<file path="config.mk">
export PLATFORM = sky130hd
export DESIGN_NAME = enable_gen_flat
export DESIGN_NICKNAME = d
export VERILOG_FILES = /design/src/rtl/enable_gen_if.sv /design/src/rtl/enable_gen.sv /design/src/flat_wrapper.sv
export SDC_FILE = /design/constraint.sdc
export NUM_CORES = 1
export LEC_CHECK = 0
export CAP_MARGIN = 40
export CORE_MARGIN = 4
export CORE_UTILIZATION = 49
export DETAILED_ROUTE_END_ITERATION = 6
export PLACE_DENSITY = 0.75
export SKIP_LAST_GASP = 1
export SLEW_MARGIN = 15
export SYNTH_ARGS = -nofsm -noshare
export SYNTH_HDL_FRONTEND = slang
export SYNTH_SLANG_ARGS = --single-unit
</file>
<file path="constraint.sdc">
create_clock -name clk -period 1.8 [get_ports clk]
set_clock_uncertainty 0.2 [all_clocks]
set_input_delay 0.54 -clock clk [delete_from_list [all_inputs] [get_ports clk]]
set_output_delay 0.54 -clock clk [all_outputs]
set_load 0.02 [all_outputs]
</file>
<file path="src/rtl/enable_gen_if.sv">
`default_nettype none
// ============================================================================
//  Module   : enable_gen_if
//  Purpose  : Control/status bundle between a controller and enable_gen.
//  Revision : 1.0 - initial release
// ============================================================================
interface enable_gen_if #(
    parameter int PERIOD  = 8,
    parameter int BURST_W = 4
) ();
    localparam int PH_W = $clog2(PERIOD);

    logic               start;
    logic               stop;
    logic [BURST_W-1:0] bursts;
    logic               en;
    logic [PH_W-1:0]    phase;
    logic               busy;
    logic               done;

    modport master (
        output start, stop, bursts,
        input  en, phase, busy, done
    );

    modport slave (
        input  start, stop, bursts,
        output en, phase, busy, done
    );
endinterface
`default_nettype wire

</file>
<file path="src/rtl/enable_gen.sv">
`default_nettype none
// ============================================================================
//  Module   : enable_gen
//  Purpose  : Periodic count-enable generator (burst or continuous), with
//             start/stop control. Optional macro ENABLE_GEN_IMMEDIATE_STOP_EN
//             ends a burst on the stop edge instead of at the next wrap.
//  Revision : 1.0 - initial release
// ============================================================================
module enable_gen #(
    parameter int PERIOD     = 8,
    parameter int LOW_CYCLES = 2,
    parameter int BURST_W    = 4
) (
    input  logic       clk,
    input  logic       reset,
    enable_gen_if.slave bus
);
    localparam int              PH_W   = $clog2(PERIOD);
    localparam logic [PH_W-1:0] c_last = PH_W'(PERIOD - 1);
    // One extra bit: with LOW_CYCLES=0 the threshold equals PERIOD itself.
    localparam logic [PH_W:0]   c_high = (PH_W + 1)'(PERIOD - LOW_CYCLES);

    typedef enum logic [1:0] {
        ST_IDLE = 2'd0,
        ST_RUN  = 2'd1,
        ST_DONE = 2'd2
    } state_t;

    state_t             r_state;
    logic [BURST_W-1:0] r_bursts;
    logic [BURST_W-1:0] r_cnt;
    logic [PH_W-1:0]    r_phase;
    logic               r_en;
    logic               r_busy;
    logic               r_done;

    logic               w_wrap;
    logic [PH_W-1:0]    w_phase_nxt;
    logic [BURST_W-1:0] w_cnt_nxt;
    logic               w_last_period;
    logic               w_end;

    assign w_wrap        = (r_phase == c_last);
    assign w_phase_nxt   = w_wrap ? '0 : r_phase + PH_W'(1);
    assign w_cnt_nxt     = r_cnt + BURST_W'(1);
    assign w_last_period = (r_bursts != '0) && (w_cnt_nxt == r_bursts);

`ifdef ENABLE_GEN_IMMEDIATE_STOP_EN
    assign w_end = bus.stop || (w_wrap && w_last_period);
`else
    logic r_stop_pend;
    assign w_end = w_wrap && (w_last_period || r_stop_pend);
`endif

    always_ff @(posedge clk) begin
        if (reset) begin
            r_state  <= ST_IDLE;
            r_bursts <= '0;
            r_cnt    <= '0;
            r_phase  <= '0;
            r_en     <= 1'b0;
            r_busy   <= 1'b0;
            r_done   <= 1'b0;
`ifndef ENABLE_GEN_IMMEDIATE_STOP_EN
            r_stop_pend <= 1'b0;
`endif
        end else begin
            case (r_state)
                ST_IDLE: begin
                    r_done <= 1'b0;
                    if (bus.start) begin
                        r_state  <= ST_RUN;
                        r_bursts <= bus.bursts;
                        r_cnt    <= '0;
                        r_phase  <= '0;
                        r_busy   <= 1'b1;
                        r_en     <= (LOW_CYCLES < PERIOD);
                    end
                end
                ST_RUN: begin
                    if (w_wrap) begin
                        r_cnt <= w_cnt_nxt;
                    end
                    if (w_end) begin
                        r_state <= ST_DONE;
                        r_phase <= '0;
                        r_en    <= 1'b0;
                        r_busy  <= 1'b0;
                        r_done  <= 1'b1;
                    end else begin
                        r_phase <= w_phase_nxt;
                        r_en    <= ({1'b0, w_phase_nxt} < c_high);
                    end
`ifndef ENABLE_GEN_IMMEDIATE_STOP_EN
                    // Sticky until the generator returns to IDLE.
                    if (bus.stop) begin
                        r_stop_pend <= 1'b1;
                    end
`endif
                end
                ST_DONE: begin
                    r_state <= ST_IDLE;
                    r_done  <= 1'b0;
`ifndef ENABLE_GEN_IMMEDIATE_STOP_EN
                    r_stop_pend <= 1'b0;
`endif
                end
                default: begin
                    r_state <= ST_IDLE;
                end
            endcase
        end
    end

    assign bus.en    = r_en;
    assign bus.phase = r_phase;
    assign bus.busy  = r_busy;
    assign bus.done  = r_done;
endmodule
`default_nettype wire

</file>
<file path="src/flat_wrapper.sv">
// flat-port wrapper written by rule: the top's interface ports become plain ports
module enable_gen_flat 
#(
    parameter int PERIOD     = 8,
    parameter int LOW_CYCLES = 2,
    parameter int BURST_W    = 4
)
  (clk, reset, bus_start, bus_stop, bus_bursts, bus_en, bus_phase, bus_busy, bus_done);
  enable_gen_if #(.PERIOD(PERIOD), .BURST_W(BURST_W)) bus_i ();
  input  logic clk;
  input  logic reset;
  input wire logic [$bits(bus_i.start)-1:0] bus_start;
  input wire logic [$bits(bus_i.stop)-1:0] bus_stop;
  input wire logic [$bits(bus_i.bursts)-1:0] bus_bursts;
  output wire logic [$bits(bus_i.en)-1:0] bus_en;
  output wire logic [$bits(bus_i.phase)-1:0] bus_phase;
  output wire logic [$bits(bus_i.busy)-1:0] bus_busy;
  output wire logic [$bits(bus_i.done)-1:0] bus_done;
  assign bus_i.start = bus_start;
  assign bus_i.stop = bus_stop;
  assign bus_i.bursts = bus_bursts;
  assign bus_en = bus_i.en;
  assign bus_phase = bus_i.phase;
  assign bus_busy = bus_i.busy;
  assign bus_done = bus_i.done;
  enable_gen #(.PERIOD(PERIOD), .LOW_CYCLES(LOW_CYCLES), .BURST_W(BURST_W)) u_core (.clk(clk), .reset(reset), .bus(bus_i));
endmodule
</file>
==> results by group <==
Layout
  – Fin area: 0.00100 mm2
  – Share of layout cells above drive strength 1: 14.2%
  – # diodes: 0
  – Nets@finish: 125
  – Synth-to-Final Area Change: 26.2%
  – Post-Layout Cell Count: 129

Hold path
  – Worst hold path class: register to register
  – Hold_sp: u_core.r_bursts[3]
  – Worst Hold Depth: 2
  – WHS Endpoint: u_core.r_bursts[3]

Logic synthesis
  – YS warnings: 0
  – Yosys cell types: 27
  – Sequential-to-total area share from yosys stat: 42.9%
  – Seq cells post-synth: 17
  – Netlist Area Pre-Place: 793 um2
  – Post-Synthesis Cells: 94
  – Syn Area/Cell: 8.44 um2
  – Mapped Nets: 105

Timing
  – Fin crit share: 97.5%
  – Hold WS: 0.281 ns
  – Endpoints failing setup: 0
  – RSZ-0062 raised after global routing: true
  – Final setup TNS: 0 ns
  – Final Hold Viols: 0
  – Crit path time final: 1.75 ns
  – Relative slew slack: 79.3%
  – Tightest Pin Transition: 0.309 ns
  – Slew Limit Fails: 0
  – FMAX: 0.570 GHz
  – Final setup margin: 0.0453 ns

Placement
  – Dpl ws: -0.108 ns
  – Placed inst area: 970 um2
  – Post-DP HPWL: 1.25 mm
  – # port buffers: 13
  – Placed cells: 125
  – RePlAce Congestion: 0.804

Critical path
  – CP Launch Type: register
  – Worst r2r src: u_core.r_cnt[2]
  – Critical path arrival: 1.01 ns
  – Largest delay contributor family on the critical path: flip-flops
  – WP data required: 1.06 ns
  – CP endpoint kind: output pin
  – R2r endpoint: u_core.bus.busy
  – Worst Path Buf+Inv: 1
  – Slowest-stage cell, CP: dfxtp_1
  – Setup slack, reg-to-reg: 0.07 ns
  – Max incr delay on CP: 0.37 ns
  – CP cell instances: dlygate4sd2_1
  – Critical path class: register to output pin
  – Cells on worst reg2reg path: 5
  – Crit Path Max Fanout: 3

Flow run
  – Max Cap Viol: 0

CTS
  – CTS tree: done
  – Hold Buf Count CTS: 0
  – Clock insertion delay at the later pin of the skew report: 0.29 ns
  – Worst-path clk slew: 0.10 ns
  – CTS Buffer Depth: 2
  – Clock Tree Root: clkbuf_4
  – Clk sink count: 17
  – Post-CTS Setup Bufs: 0
  – Num CTS Buffers: 3
  – Htree depth: 1

Global routing
  – Total GRT Usage: 18.0%
  – Pin count of the biggest net entering global routing: 11
  – Initial antenna violation count: 0
  – Grt total ovfl: 0
  – First-pass GRT wire length: 2.85 mm
  – Vias in the first global route: 694

Floorplan
  – DIE WIDTH: 48.2 um
  – Die area: 0.00233 mm2
  – Die height: 48.2 um
  – Starting density of the core: 52.1%
  – Boundary Pins: 14
  – Rows: 14
  – Core area: 0.00152 mm2

Run status
  – Status: finished, final reports clean

Drt
  – ANT nets after route: 0
  – DR pass1 iterations: 4
  – DR vias: 724
  – Total Wirelength: 1.69 mm
  – Via density: 5.61
  – Routed WL per cell: 13.1 um
  – Drc violations: 0
  – Drt first-iter violations: 12

Power and ir drop
  – Peak VDD IR: 462 uV
  – Pwr Density: 729 mW/mm2
  – Leakage: 0.426 nW
per-stage QoR:
stage	total power (W)	utilization, %
floorplan	0.000483	-
CTS	0.000732	64.9
detailed placement	0.000530	63.6
global route	0.000767	65.7
global placement	0.000528	63.6
finish	0.000729	65.7
final cells by class:
| type | count | area, um2 |
|---|---|---|
| well taps | 16 | 20.0 |
| multi-input cells | 74 | 452 |
| flip-flops and latches | 17 | 342 |
| fillers | 134 | 523 |
| repair buffers | 18 | 161 |
| clock buffers | 4 | 26.3 |
placed cells by master (no fill, tap or decap), types with 2 or more instances in the layout:
cell / count
a21oi_1: 13
a31oi_1: 2
and2_1: 2
buf_4: 5
clkbuf_4: 3
clkdlybuf4s50_1: 7
dfxtp_1: 16
dlygate4sd2_1: 5
ha_1: 2
nand2_1: 12
nand2b_1: 2
nand3b_1: 3
nor2_1: 13
nor3_1: 3
o21ai_0: 2
o31ai_1: 2
xnor2_1: 2
xor2_1: 3
worst max path at each step:
stage,startpoint,to,depth (start not counted)
after floorplan,u_core.bus.phase[0],u_core.r_cnt[2],6
after global placement,bus_start,u_core.bus.en,5
after detailed placement,bus_start,u_core.bus.en,5
after CTS,u_core.r_cnt[0],u_core.bus.busy,5
after global routing,u_core.r_cnt[2],u_core.bus.busy,5
final,u_core.bus.phase[2],bus_phase[2],1
where the power goes:
group	switching [W]	internal (W)	leakage, nW
Sequential	0.0000146	0.000392	0.139
Combinational	0.0000597	0.0000547	0.272
Clock	0.000122	0.0000861	0.0150
Total	0.000197	0.000533	0.426
cells in the mapped netlist:
master / number / area [um2]
a211oi_2: 1 / 12.5
nor3_1: 3 / 15.0
nor2_1: 14 / 52.6
mux2_4: 1 / 15.0
or3_1: 1 / 6.26
nand3b_1: 3 / 22.5
and2_1: 2 / 12.5
nand2b_1: 2 / 12.5
a41o_1: 1 / 10.0
xor2_1: 3 / 26.3
nor3b_1: 1 / 7.51
ha_1: 3 / 37.5
a21oi_1: 13 / 65.1
a31oi_1: 2 / 12.5
o21ai_1: 1 / 5.00
nand2_1: 12 / 45.0
and2b_1: 1 / 7.51
and3_2: 1 / 7.51
o31ai_1: 2 / 15.0
dfxtp_1: 17 / 340
buf_1: 1 / 3.75
xnor2_1: 2 / 17.5
clkbuf_1: 2 / 7.51
nand3_2: 1 / 10.0
a22oi_1: 1 / 7.51
o21ai_0: 2 / 10.0
a31o_1: 1 / 8.76
repair_timing:
action,in CTS,in global routing
endpoints found under the hold margin,0,0
resized for setup,6,5
gates cloned,0,0
setup endpoints to repair,6,9
pin swaps,0,0
per-layer routing:
| layer | up-vias | wire (um) | global-route usage (%) |
|---|---|---|---|
| li1 | 365 | - | - |
| met1 | 340 | 796 | 22.1 |
| met2 | 17 | 801 | 27.9 |
| met3 | 2 | 76 | 5.17 |
| met4 | 0 | 13 | 10.2 |
| met5 | - | 0 | 0 |
sequential cells by signal (all words and copies together), names as in the netlist:
signal and count:
u_core.bus.busy 1, u_core.r_bursts 4, u_core.bus.done 1, u_core.bus.phase 3, u_core.bus.en 1, u_core.r_state 2
u_core.r_cnt 4, u_core.r_stop_pend 1
cells by family after synthesis:
logic type	Yosys count	synth area share [%]
adder cells (fa/ha/maj)	3	4.73
AND/OR/NAND/NOR	41	25.1
AO/OA/AOI/OAI	24	18.5
buffers and inverters	3	1.42
multiplexers	1	1.89
flip-flops	17	42.9
XOR/XNOR	5	5.52
No activity file was read; power rests on OpenSTA's default activity.
